## config.mk

```make
export PLATFORM = sky130hd
export DESIGN_NAME = fifo_rd_packer_flat
export DESIGN_NICKNAME = d
export VERILOG_FILES = /design/src/rtl/fifo_rd_packer_if.sv /design/src/rtl/fifo_rd_packer.sv /design/src/flat_wrapper.sv
export SDC_FILE = /design/constraint.sdc
export NUM_CORES = 1
export LEC_CHECK = 0
export CAP_MARGIN = 20
export CELL_PAD_IN_SITES_DETAIL_PLACEMENT = 2
export CELL_PAD_IN_SITES_GLOBAL_PLACEMENT = 2
export CORE_AREA = 2 2 101 103
export CTS_BUF_LIST = sky130_fd_sc_hd__clkbuf_16
export CTS_CLUSTER_DIAMETER = 100
export CTS_CLUSTER_SIZE = 24
export DETAILED_ROUTE_END_ITERATION = 10
export DIE_AREA = 0 0 103 105
export GPL_TIMING_DRIVEN = 0
export PLACE_DENSITY = 0.83
export RECOVER_POWER = 25
export SYNTH_ARGS = -nofsm -noshare
export SYNTH_HDL_FRONTEND = slang
export SYNTH_SLANG_ARGS = --single-unit
```

## constraint.sdc

```tcl
create_clock -name clk -period 2.7 [get_ports clk]
set_input_delay 0.81 -clock clk [delete_from_list [all_inputs] [get_ports clk]]
set_output_delay 0.81 -clock clk [all_outputs]
set_load 0.005 [all_outputs]
```

## src/rtl/fifo_rd_packer_if.sv

```systemverilog
// Handshake bundle for fifo_rd_packer: FIFO read port on one side, packed valid/ready stream on the other.
// master = packer view, slave = FIFO/downstream view.
interface fifo_rd_packer_if #(
   parameter int unsigned IN_WIDTH = 8,
   parameter int unsigned RATIO    = 4
);
   localparam int unsigned OUT_WIDTH = IN_WIDTH * RATIO;

   logic                 fifo_ren;
   logic [IN_WIDTH-1:0]  fifo_rdata;
   logic                 fifo_empty;
   logic                 flush;
   logic                 m_valid;
   logic                 m_ready;
   logic [OUT_WIDTH-1:0] m_data;
   logic [RATIO-1:0]     m_keep;
   logic                 m_last;

   modport master (
      output fifo_ren,
      input  fifo_rdata,
      input  fifo_empty,
      input  flush,
      output m_valid,
      input  m_ready,
      output m_data,
      output m_keep,
      output m_last
   );

   modport slave (
      input  fifo_ren,
      output fifo_rdata,
      output fifo_empty,
      output flush,
      input  m_valid,
      output m_ready,
      input  m_data,
      input  m_keep,
      input  m_last
   );
endinterface

```

## src/rtl/fifo_rd_packer.sv

```systemverilog
// Pops RATIO show-ahead FIFO entries into one wide word behind a one-word valid/ready output register.
// Optional idle auto-flush is enabled by defining PACKER_TIMEOUT_EN.
module fifo_rd_packer #(
   parameter int unsigned IN_WIDTH  = 8,
   parameter int unsigned RATIO     = 4,
   parameter int unsigned OUT_WIDTH = IN_WIDTH * RATIO,
   parameter int unsigned TIMEOUT   = 16
) (
   input  logic               clk,
   input  logic               rst,
   fifo_rd_packer_if.master   bus
);
   localparam int unsigned IDX_W  = $clog2(RATIO + 1);
   localparam int unsigned LANE_W = $clog2(RATIO);
   localparam logic [IDX_W-1:0] IDX_FULL = IDX_W'(RATIO);
   localparam logic [IDX_W-1:0] IDX_LAST = IDX_W'(RATIO - 1);

   if (RATIO < 2 || TIMEOUT < 1 || OUT_WIDTH != IN_WIDTH * RATIO) begin : g_bad_cfg
      $error("fifo_rd_packer: invalid parameter set");
   end

   logic [RATIO-1:0][IN_WIDTH-1:0] acc_q, acc_d, acc_w;
   logic [IDX_W-1:0]               idx_q, idx_d;
   logic                           fp_q, fp_d;
   logic [OUT_WIDTH-1:0]           data_q, data_d;
   logic [RATIO-1:0]               keep_q, keep_d;
   logic                           last_q, last_d;
   logic                           valid_q, valid_d;

   logic                           slot_free;
   logic                           pop;
   logic                           flush_req;
   logic                           load;
   logic [RATIO-1:0][IN_WIDTH-1:0] word_data;
   logic [RATIO-1:0]               word_keep;
   logic                           word_last;

   assign slot_free    = !valid_q || bus.m_ready;
   assign pop          = !rst && !bus.fifo_empty && !fp_q && (idx_q < IDX_FULL);
   assign bus.fifo_ren = pop;

`ifdef PACKER_TIMEOUT_EN
   localparam int unsigned CNT_W = $clog2(TIMEOUT + 1);
   logic [CNT_W-1:0] idle_q, idle_d;
   logic             to_hit;

   assign to_hit    = (idx_q != '0) && bus.fifo_empty && !fp_q && (idle_q == CNT_W'(TIMEOUT - 1));
   assign flush_req = bus.flush || to_hit;

   always_comb begin
      idle_d = idle_q;
      if (pop || fp_q || fp_d || idx_q == '0) begin
         idle_d = '0;
      end else if (bus.fifo_empty) begin
         idle_d = idle_q + CNT_W'(1);
      end
   end

   always_ff @(posedge clk or posedge rst) begin
      if (rst) begin
         idle_q <= '0;
      end else begin
         idle_q <= idle_d;
      end
   end
`else
   assign flush_req = bus.flush;
`endif

   always_comb begin
      acc_w = acc_q;
      if (pop) begin
         acc_w[idx_q[LANE_W-1:0]] = bus.fifo_rdata;
      end
   end

   // Priority: pending flush, then a held full word, then a pop (possibly closing the word).
   always_comb begin
      acc_d     = acc_w;
      idx_d     = idx_q;
      fp_d      = fp_q;
      load      = 1'b0;
      word_data = acc_w;
      word_keep = '1;
      word_last = flush_req;
      if (fp_q) begin
         if (slot_free) begin
            load      = 1'b1;
            word_last = 1'b1;
            idx_d     = '0;
            fp_d      = 1'b0;
            for (int unsigned i = 0; i < RATIO; i++) begin
               if (i >= 32'(idx_q)) begin
                  word_data[i] = '0;
                  word_keep[i] = 1'b0;
               end
            end
         end
      end else if (idx_q == IDX_FULL) begin
         if (slot_free) begin
            load  = 1'b1;
            idx_d = '0;
         end
      end else if (pop) begin
         if (idx_q == IDX_LAST && slot_free) begin
            load  = 1'b1;
            idx_d = '0;
         end else begin
            idx_d = idx_q + IDX_W'(1);
            fp_d  = flush_req && (idx_q != IDX_LAST);
         end
      end else if (flush_req && idx_q != '0) begin
         fp_d = 1'b1;
      end
   end

   always_comb begin
      data_d  = data_q;
      keep_d  = keep_q;
      last_d  = last_q;
      valid_d = valid_q;
      if (load) begin
         data_d  = word_data;
         keep_d  = word_keep;
         last_d  = word_last;
         valid_d = 1'b1;
      end else if (bus.m_ready) begin
         valid_d = 1'b0;
      end
   end

   always_ff @(posedge clk or posedge rst) begin
      if (rst) begin
         acc_q   <= '0;
         idx_q   <= '0;
         fp_q    <= 1'b0;
         data_q  <= '0;
         keep_q  <= '0;
         last_q  <= 1'b0;
         valid_q <= 1'b0;
      end else begin
         acc_q   <= acc_d;
         idx_q   <= idx_d;
         fp_q    <= fp_d;
         data_q  <= data_d;
         keep_q  <= keep_d;
         last_q  <= last_d;
         valid_q <= valid_d;
      end
   end

   assign bus.m_valid = valid_q;
   assign bus.m_data  = data_q;
   assign bus.m_keep  = keep_q;
   assign bus.m_last  = last_q;
endmodule

```

## src/flat_wrapper.sv

```systemverilog
// flat-port wrapper written by rule: the top's interface ports become plain ports
module fifo_rd_packer_flat 
#(
   parameter int unsigned IN_WIDTH  = 8,
   parameter int unsigned RATIO     = 4,
   parameter int unsigned OUT_WIDTH = IN_WIDTH * RATIO,
   parameter int unsigned TIMEOUT   = 16
)
  (clk, rst, bus_fifo_ren, bus_fifo_rdata, bus_fifo_empty, bus_flush, bus_m_valid, bus_m_ready, bus_m_data, bus_m_keep, bus_m_last);
  fifo_rd_packer_if #(.IN_WIDTH(IN_WIDTH), .RATIO(RATIO)) bus_i ();
  input  logic clk;
  input  logic rst;
  output wire logic [$bits(bus_i.fifo_ren)-1:0] bus_fifo_ren;
  input wire logic [$bits(bus_i.fifo_rdata)-1:0] bus_fifo_rdata;
  input wire logic [$bits(bus_i.fifo_empty)-1:0] bus_fifo_empty;
  input wire logic [$bits(bus_i.flush)-1:0] bus_flush;
  output wire logic [$bits(bus_i.m_valid)-1:0] bus_m_valid;
  input wire logic [$bits(bus_i.m_ready)-1:0] bus_m_ready;
  output wire logic [$bits(bus_i.m_data)-1:0] bus_m_data;
  output wire logic [$bits(bus_i.m_keep)-1:0] bus_m_keep;
  output wire logic [$bits(bus_i.m_last)-1:0] bus_m_last;
  assign bus_fifo_ren = bus_i.fifo_ren;
  assign bus_i.fifo_rdata = bus_fifo_rdata;
  assign bus_i.fifo_empty = bus_fifo_empty;
  assign bus_i.flush = bus_flush;
  assign bus_m_valid = bus_i.m_valid;
  assign bus_i.m_ready = bus_m_ready;
  assign bus_m_data = bus_i.m_data;
  assign bus_m_keep = bus_i.m_keep;
  assign bus_m_last = bus_i.m_last;
  fifo_rd_packer #(.IN_WIDTH(IN_WIDTH), .RATIO(RATIO), .OUT_WIDTH(OUT_WIDTH), .TIMEOUT(TIMEOUT)) u_core (.clk(clk), .rst(rst), .bus(bus_i));
endmodule
```

== Word level (Yosys, flattened, before mapping) ==
Cells that the tools add are included.
Storage, ports and cells
  register bits: 74
  bits of input ports: 13
  output and inout bits: 39
  word-level logic and storage cells: 72
Cells by class
  add/subtract/negate cells: 1
  $lt $le $gt $ge: 7
  equality and inequality tests: 3
  multiplexer cells: 36
  reduce and logical (&&, ||, !) cells: 15
Operators by type and width (number)
  32-bit two-way mux: 3
  8-bit two-way mux: 5
  32-bit bitwise mux: 1
  1-bit two-way mux: 19
  8-bit demux with 2-bit select: 1
  3-bit two-way mux: 5
  4-bit two-way mux: 2
  1-bit logical AND: 7
  1-bit by 3-bit >= comparator with 1-bit output (first input constant): 2
  2-bit by 3-bit >= comparator with 1-bit output (first input constant): 2
  3-bit nonzero test: 2
  1-bit logical NOT: 4
  3-bit by 1-bit adder with 3-bit output (second input constant): 1
  3-bit by 2-bit == test with 1-bit output (second input constant): 1
  3-bit == test (second input constant): 1
  2-bit by 3-bit < comparator with 1-bit output (second input constant): 1
  3-bit < comparator (second input constant): 1
  3-bit by 2-bit != test with 1-bit output (second input constant): 1
  2-bit by 1-bit >= comparator with 1-bit output (second input constant): 1
  2-bit nonzero test: 1
  1-bit logical OR: 1

== Longest topological paths before layout ==
Gate-level depths: netlist of run 1.
  depth after elaboration: 9
  depth in mapped cells: 7
  gate-level depth less buffers: 5

== Worst setup path after synthesis of run 1 ==
No wires, ideal clock.
  path type: in2out
  from: in rst
  to: out bus_fifo_ren
  arrival time: 1229 ps
  required time: 1890 ps
  slack: 661 ps
  cell stages on the path: 2
  path buffers: 1
  path through: nor4_4 > buf_6
Between the ends
  longest elaborated chain between the ends: 4
RTL lines
  from (decl): RTL line flat_wrapper.sv:12  | input logic rst;
  1-bit logical NOT: RTL line fifo_rd_packer.sv:39  | assign pop = !rst && !bus.fifo_empty && !fp_q && (idx_q < IDX_FULL);
  1-bit logical AND (3 in series): RTL line fifo_rd_packer.sv:39
  to (decl): RTL line flat_wrapper.sv:13  | output wire logic [$bits(bus_i.fifo_ren)-1:0] bus_fifo_ren;
No other way between the ends.

== Worst setup path after layout of run 1 ==
  from: in bus_fifo_empty
  to: out bus_fifo_ren
Between the ends
  longest elaborated chain between the ends: 4
RTL lines
  from (decl): RTL line flat_wrapper.sv:15  | input wire logic [$bits(bus_i.fifo_empty)-1:0] bus_fifo_empty;
  1-bit logical NOT: RTL line fifo_rd_packer.sv:39
  1-bit logical AND (3 in series): RTL line fifo_rd_packer.sv:39
No other way between the ends.

==> results.toml, run 1 <==
[layout]
drive_above_1_share = 0.249
design_area_sq_mm = 0.00409
num-fill-cells = 976
area_growth_pct = 31.5
fin_nets = 295
final_util = 0.424
num_antenna_cells = 0

[clock_network]
insertion_delay_ps = 330
path_clk_slew_ps = 60
clockBufferDepth = 2
cts_htree_levels = 3
cts_tree = "yes"
clock_tree.root_cell = "clkbuf_16"
clkSinkCount = 74
cts_inserted_buffers = 9

[placed_design]
io_buffer_count = 51
gp_congestion = 0.805
place_area_sq_mm = 0.00379
dp_hpwl_microns = 5820

[power]
leakagePower_uw = 0.00183
p_sw_uw = 1760
p_int_uw = 3490
ir_worst_vdd_uv = 379
p_per_area_mw_per_mm2 = 1280
pwr-share-seq = 0.365
clock_power_share = 0.225
swShare = 0.336
power.total_uw = 5250
pwr-share-comb = 0.410

[run_status]
status = "finished, violations left"
violations = "max-capacitance violations, max-slew violations"

[worst_setup_path]
start_kind = "input pin"
rrSetupSlack_ps = 620
critPathCaptureType = "output pin"
cp_max_fo = 2
cp_num_buf_inv = 3
cp_cell_sequence = "clkdlybuf4s15_2, nor4_4, buf_6, dlygate4sd2_1"
crit_type = "input pin to output pin"
r2r_end = "u_core.bus.m_data[19]"
crit_required_ps = 1890
worst-r2r-cell-count = 5
crit_arrival_ps = 1700
slowest_stage = "nor4_4"
rr_startpoint = "u_core.idx_q[0]"
cp_top_family = "buffers and inverters"
critPathMaxStageDelay_ps = 310

[floorplan]
dieArea_sq_mm = 0.0108
coreArea_sq_mm = 0.00964
fp.dieH_microns = 105
pin_count = 52
die_w_microns = 103
rows = 36
start_util = 0.323

[logic_synthesis]
synth-async-reset-ratio = 1.00
synth-edff-count = 0
synth_top_flop_cell = "dfrtp_1"
syn_area_per_cell_sq_um = 14.6
synth_nets = 232
synth_top_area_share = 0.596
synthTopCellsByArea = "dfrtp_1 (60%), mux2_2 (8.7%), a32o_1 (5.5%)"
ys_seq_elements = 74
yosysTopAreaCell = "dfrtp_1"
synth_cells = 213
synthDistinctLibCells = 34
ys_warn_count = 0
synth_most_common_cell = "dfrtp_1"
syn_area_sq_mm = 0.00311
ys_seq_area_frac = 0.596
synth_commonest_cells = "dfrtp_1 (74), mux2_2 (24), a32o_1 (17), mux2_4 (10), a22o_1 (9)"

[sta]
drv_slew = 75
fin_crit_sh = 0.928
holdWs_ps = 491
finalCriticalPeriod_ps = 2510
setup_viol = 0
worst_pin_slew_ps = 1560
relSlewSlack = -0.0384
hold_viol = 0
max_freq_mhz = 399
finClkSkew_ps = 4.86
grt_setup_unrepaired = "no"

[global_route]
grt_pass1_wl_microns = 14300
grt_max_degree = 75
grt.overflow.total = 0
first_global_vias = 2405
grt_usage = 0.178
antenna_found_initial = 0

[route]
first_pass_iters = 4
ant_nets = 0
wl_per_cell_microns = 21.6
drcViolationCount = 0
wl_microns = 8940
drt-initial-drc-count = 130
vias_per_cell = 5.12
num_vias = 2119

[hold_path]
min-delay-start = "u_core.acc_q[2]"
hp-class = "flip-flop to flip-flop"
worstHoldPathCells = 1
hold_end = "u_core.acc_q[2]"

[flow_run]
cap_viol_max_count = 1
==> power by group through the flow <==
stage / logic [uW] / clock network [uW] / registers (uW)
after floorplan: 1210 / 0 / 1850
after global placement: 2030 / 0 / 1880
after detailed placement: 2130 / 0 / 1910
after CTS: 2180 / 1200 / 1920
after global routing: 2340 / 1240 / 1990
final: 2150 / 1180 / 1910
==> cell usage in the layout (no fill, tap or decap), drive strengths merged, types with 3 or more instances in the layout <==
cell type,synthesis,final
dfrtp,74,74
clkdlybuf4s50,0,48
mux2,34,34
a32o,17,17
clkbuf,3,12
buf,9,10
a22o,9,9
nand2,9,9
a21boi,8,8
a41o,8,8
a21oi,7,7
ha,6,6
inv,5,5
nand2b,4,4
nor2,4,4
o21ai,3,3
clkinvlp,0,3
clkinv,0,3
==> cells by family (layout without fill, tap and decap cells) <==
logic type	Yosys count	in the layout	synth area share
compound gates	60	60	0.167
fa+ha+maj	6	6	0.0241
buf+inv	17	85	0.0298
flops	74	74	0.596
mux	34	34	0.135
simple gates	22	22	0.0479
==> worst register-to-register path: stages (launching register included) <==
cell      delay (ps)
dfrtp_1          510
inv_1            140
ha_1             250
nand2b_1         150
a21oi_1          670
a32o_1           290
==> worst max-delay path by stage <==
stage / from / to / slack [ps] / cells past startpoint
CTS: bus_fifo_empty / bus_fifo_ren / 170 / 4
finish: bus_fifo_empty / bus_fifo_ren / 190 / 4
global route: bus_fifo_empty / bus_fifo_ren / 150 / 4
detailed placement: rst / bus_fifo_ren / -480 / 4
floorplan: rst / u_core.acc_q[0] / 8 / 1
global placement: rst / u_core.bus.m_data[11] / -1240 / 2
==> routing by layer <==
layer | wire length (microns) | up-vias | global-route usage
met5 | 0 | - | 0
met1 | 4160 | 1113 | 0.250
met2 | 4310 | 56 | 0.274
li1 | - | 931 | -
met3 | 283 | 19 | 0.0301
met4 | 190 | 0 | 0.0695
==> state kept, by name, indices dropped and copies added (netlist names) <==
name,count
u_core.bus.m_valid,1
u_core.acc_q,32
u_core.bus.m_keep,4
u_core.bus.m_data,32
u_core.bus.m_last,1
u_core.idx_q,3
u_core.fp_q,1
==> final cells by class <==
class	count	area, sq um	area share
plain buffers	12	73.8	0.0180
well taps	133	166	0.0407
clock inverters	7	70.1	0.0171
clock buffers	9	225	0.0551
repair buffers	52	519	0.127
inverters	5	18.8	0.00459
flip-flops and latches	74	1850	0.453
multi-input cells	122	1160	0.285
==> per-stage QoR <==
| step | TNS, ps | std cells | setup WS (ps) |
|---|---|---|---|
| floorplan | 0 | 213 | 8.38 |
| global placement | -94280 | 397 | -1240 |
| detailed placement | -4450 | 397 | -483 |
| CTS | 0 | 414 | 174 |
| global route | 0 | 414 | 147 |
| finish | 0 | 414 | 194 |
==> repair_timing <==
| action | CTS | global route |
|---|---|---|
| resized for setup | 7 | 0 |
| setup buffers | 1 | 0 |
| endpoints found under the setup margin | 1 | 0 |
| hold endpoints to repair | 0 | 0 |
| hold buffers | 0 | 0 |
No activity file was read; power rests on OpenSTA's default activity.
==> run 2: changes to the inputs <==
- GPL_TIMING_DRIVEN: 0 -> default
==> results.toml, run 2 (synthesis gave the netlist of run 1 again) <==
[run_status]
status = "complete, no violations"

[clock_network]
hold_buffers = 0
cts_tree = "yes"
clockBufferDepth = 2
cts_htree_levels = 3
postCtsSetupRepairBufs = 0
insertion_delay_ps = 330
clkSinkCount = 74
path_clk_slew_ps = 50
cts_inserted_buffers = 9
clock_tree.root_cell = "clkbuf_16"
ctsResizeCount = 1

[sta]
max_freq_mhz = 386
worst_pin_slew_ps = 860
hold_viol = 0
holdWs_ps = 492
setup_ws_ps = 110
tns_ps = 0
finalCriticalPeriod_ps = 2590
setup_viol = 0
finClkSkew_ps = 6.55
relSlewSlack = 0.424
drv_slew = 0
grt_setup_unrepaired = "no"
fin_crit_sh = 0.959

[power]
pwr-share-comb = 0.406
p_sw_uw = 1730
p_per_area_mw_per_mm2 = 1290
swShare = 0.322
pwr-share-seq = 0.361
leakagePower_uw = 0.00187
p_int_uw = 3630
ir_worst_vdd_uv = 356
clock_power_share = 0.232

[placed_design]
dp_slack_ps = -193
gp_congestion = 0.841
io_buffer_count = 51
dp_hpwl_microns = 6010
place_area_sq_mm = 0.00385

[worst_setup_path]
crit_required_ps = 1890
critPathMaxStageDelay_ps = 460
start_kind = "input pin"
crit_type = "input pin to output pin"
crit_arrival_ps = 1780
critPathCaptureType = "output pin"
cp-startpoint = "rst"
cp_max_fo = 2
rr_startpoint = "u_core.idx_q[0]"
cp_cell_sequence = "clkdlybuf4s50_1, nor4_4, dlygate4sd2_1"
slowest_stage = "clkdlybuf4s50_1"

[route]
drcViolationCount = 0
wl_per_cell_microns = 21.1
num_vias = 2117
ant_nets = 0
wl_microns = 8790
drt-initial-drc-count = 56
vias_per_cell = 5.09
first_pass_iters = 4

[global_route]
grt.overflow.total = 0
antenna_found_initial = 0
grt_max_degree = 41
grt_usage = 0.178
grt_pass1_wl_microns = 14200
first_global_vias = 2437

[layout]
ff_latch_area_sq_mm = 0.00185
num-fill-cells = 976
drive_above_1_share = 0.258
num_antenna_cells = 0
final_util = 0.430
area_growth_pct = 33.3
layout_common_cells = "dfrtp_1 (74), clkdlybuf4s50_1 (50), mux2_2 (24)"
fin_nets = 299
multi_input_area_sq_mm = 0.00116
layout_commonest_cell = "dfrtp_1"
design_area_sq_mm = 0.00415

[hold_path]
hp-class = "flip-flop to flip-flop"
min-delay-start = "u_core.acc_q[12]"

[floorplan]
dieArea_sq_mm = 0.0108
start_util = 0.323
die_w_microns = 103
pin_count = 52
coreArea_sq_mm = 0.00964
fp.dieH_microns = 105
rows = 36

[flow_run]
cap_viol_max_count = 0
run 2: cell count changes in the layout (fill, tap and decap cells not counted):
cell,change
bufinv_16,+1
clkbuf_1,-3
inv_1,+1
clkinvlp_4,-2
buf_6,-2
clkdlybuf4s50_1,+2
buf_2,-5
clkinv_1,-1
clkdlybuf4s15_2,-2
buf_4,+12
clkbuf_4,+2
inv_2,-1
run 2: worst paths after layout:
kind,to,slack (ps),depth (start not counted)
max,bus_fifo_ren,110,3
min,u_core.acc_q[12],490,1
max reg2reg,u_core.bus.m_data[6],630,4
min reg2reg,u_core.acc_q[12],490,1
max in group asynchronous,u_core.bus.m_data[18],440,4
min in group asynchronous,u_core.idx_q[2],1150,3
run 2: power groups by stage:
stage / clock, uW / combinational (uW) / sequential, uW
3_3_place_gp: 0 / 2050 / 1900
5_1_grt: 1320 / 2380 / 2000
2_1_floorplan: 0 / 1210 / 1850
3_5_place_dp: 0 / 2160 / 1950
4_1_cts: 1270 / 2220 / 1940
6_report: 1240 / 2180 / 1930
run 2: per-layer routing:
metal / up-vias / part of all wire / global-route usage
met2: 46 / 0.51 / 0.288
met1: 1128 / 0.45 / 0.232
met5: - / 0 / 0
met4: 0 / 0.010 / 0.0648
met3: 5 / 0.030 / 0.0381
li1: 938 / - / -
run 2: metrics by stage:
stage	power, uW	instances
finish	5360	416
global route	5700	416
CTS	5430	416
detailed placement	4110	402
global placement	3950	402
floorplan	3060	213
run 2: worst max-delay path: cells and delay by family:
kind / cells / cell delay, ps
simple gates: 1 / 240
buf+inv: 2 / 740
run 2: cell type report:
type | instances | share of cell area
tap | 133 | 0.0401
clock buffer | 9 | 0.0543
clock inverter | 5 | 0.0196
multi-input combinational | 122 | 0.281
inverter | 5 | 0.00453
timing repair buffer | 68 | 0.154
sequential | 74 | 0.447
==> run 3: changes to the inputs <==
- ABC_AREA: default -> 1
- CORE_AREA: 2 2 101 103 -> 2 2 116 118
- DIE_AREA: 0 0 103 105 -> 0 0 118 120
- PLACE_DENSITY: 0.83 -> 0.85
==> results.toml, run 3 <==
[worst_setup_path]
crit_type = "input pin to output pin"
start_kind = "input pin"
cp-startpoint = "bus_fifo_empty"
cp_max_fo = 3
crit_required_ps = 1890
critPathCaptureType = "output pin"
crit_arrival_ps = 1800
rr_startpoint = "u_core.idx_q[0]"

[logic_synthesis]
synth_top_flop_cell = "dfrtp_1"
synth-simple-area-share = 0.348
synth_mux_area_frac = 0
synth_most_common_cell = "nand2_1"
synth_nets = 475
synth_top_area_share = 0.502
yosysTopAreaCell = "dfrtp_1"
syn_area_sq_mm = 0.00369
synth-compound-area-share = 0.0434
ys_seq_area_frac = 0.502
synth_cells = 456
synthTopCellsByArea = "dfrtp_1 (50%), nand2_1 (20%), nand3_1 (7.6%)"
synthDistinctLibCells = 21
synth_commonest_cells = "nand2_1 (193), dfrtp_1 (74), nand3_1 (56), inv_1 (39), o21ai_0 (25)"
syn_area_per_cell_sq_um = 8.10
synth-edff-count = 0
synth_adder_area_share = 0.0203
ys_warn_count = 0
synth_top_family_by_area = "simple AND/OR/NAND/NOR gates"
synth_xor_area_frac = 0
synth-async-reset-ratio = 1.00
ys_seq_elements = 74

[run_status]
status = "complete, no violations"

[layout]
fin_nets = 527
area_growth_pct = 25.5
drive_above_1_share = 0.102
design_area_sq_mm = 0.00463
layout_commonest_cell = "nand2_1"
layout_common_cells = "nand2_1 (193), dfrtp_1 (74), nand3_1 (56)"
num_antenna_cells = 0

[clock_network]
hold_buffers = 0
postCtsSetupRepairBufs = 0
cts_htree_levels = 3
path_clk_slew_ps = 50
insertion_delay_ps = 330
clkSinkCount = 74
cts_inserted_buffers = 9
cts_tree = "yes"
clockBufferDepth = 2
clock_tree.root_cell = "clkbuf_16"

[sta]
finalCriticalPeriod_ps = 2610
hold_viol = 0
worst_pin_slew_ps = 1070
holdWs_ps = 513
drv_slew = 0
fin_crit_sh = 0.967
finClkSkew_ps = 3.80
grt_setup_unrepaired = "no"
max_freq_mhz = 383
relSlewSlack = 0.284
setup_viol = 0

[placed_design]
dp_hpwl_microns = 8040
io_buffer_count = 51
gp_congestion = 0.746
place_area_sq_mm = 0.00440

[global_route]
grt_usage = 0.176
first_global_vias = 3788
grt_pass1_wl_microns = 19400
antenna_found_initial = 0
grt.overflow.total = 0
grt_max_degree = 75

[flow_run]
cap_viol_max_count = 0

[power]
pwr-share-seq = 0.356
swShare = 0.397
leakagePower_uw = 0.00231
p_int_uw = 3190
p_sw_uw = 2090
clock_power_share = 0.193
ir_worst_vdd_uv = 322
p_per_area_mw_per_mm2 = 1140
pwr-share-comb = 0.451

[floorplan]
pin_count = 52
die_w_microns = 118
coreArea_sq_mm = 0.0130
rows = 42
dieArea_sq_mm = 0.0142
fp.dieH_microns = 120
start_util = 0.284

[route]
first_pass_iters = 4
drt-initial-drc-count = 93
wl_per_cell_microns = 16.9
vias_per_cell = 4.65
num_vias = 3190
wl_microns = 11600
drcViolationCount = 0
ant_nets = 0

[hold_path]
hp-class = "flip-flop to flip-flop"
min-delay-start = "u_core.acc_q[22]"
## run 3: path summary, 6_finish.rpt
check                                  endpoint  slack [ps]  depth (start not counted)
min                            u_core.acc_q[22]         510                          2
max reg2reg                u_core.bus.m_data[7]         750                          8
min reg2reg                    u_core.acc_q[22]         510                          2
max                                bus_fifo_ren          90                          5
max in group asynchronous      u_core.acc_q[22]         850                          4
min in group asynchronous  u_core.bus.m_data[2]        1150                          4
## run 3: cells by family after synthesis
logic type                 count (synthesis)
buffers and inverters                     65
adders and majority gates                  6
AOI/OAI and AO/OA                         32
DFF                                       74
and+or+nand+nor                          279
## run 3: metrics by stage
stage	worst slack [ps]	power, uW	setup TNS (ps)	std cells	utilization
3_5_place_dp	-322	4300	-480	673	0.339
6_report	89.8	5280	0	686	0.357
2_1_floorplan	8.38	3240	0	456	-
5_1_grt	43.8	5720	0	686	0.357
3_3_place_gp	-329	4110	-329	673	0.339
4_1_cts	61.5	5370	0	686	0.358
## run 3: cell type report
class	instances	area [sq um]
multi-input cells	317	1530
flip-flops and latches	74	1850
fillers	1501	8350
inverters	42	163
well taps	176	220
repair buffers	64	631
clock inverters	4	15.0
clock buffers	9	225
## run 3: per-layer routing
layer / track usage / wire, microns
met1: 0.204 / 5010
met2: 0.329 / 6170
met3: 0.0233 / 214
met4: 0.0648 / 213
met5: 0 / 0
## run 3: what timing repair did
action,in CTS,in global routing
hold endpoints to repair,0,0
gates resized for setup,4,0
endpoints found under the setup margin,1,0
## run 3: power groups by stage
stage | logic, uW | registers (uW) | clock network (uW)
after global routing | 2700 | 1940 | 1080
final | 2380 | 1880 | 1020
after detailed placement | 2400 | 1900 | 0
after floorplan | 1380 | 1850 | 0
after global placement | 2250 | 1860 | 0
after CTS | 2440 | 1890 | 1050
## run 3: worst max-delay path, cell delays in order
cell and delay (ps):
clkdlybuf4s50_1 450, nor2_4 160, nand2_4 80, inv_6 60, dlygate4sd2_1 240
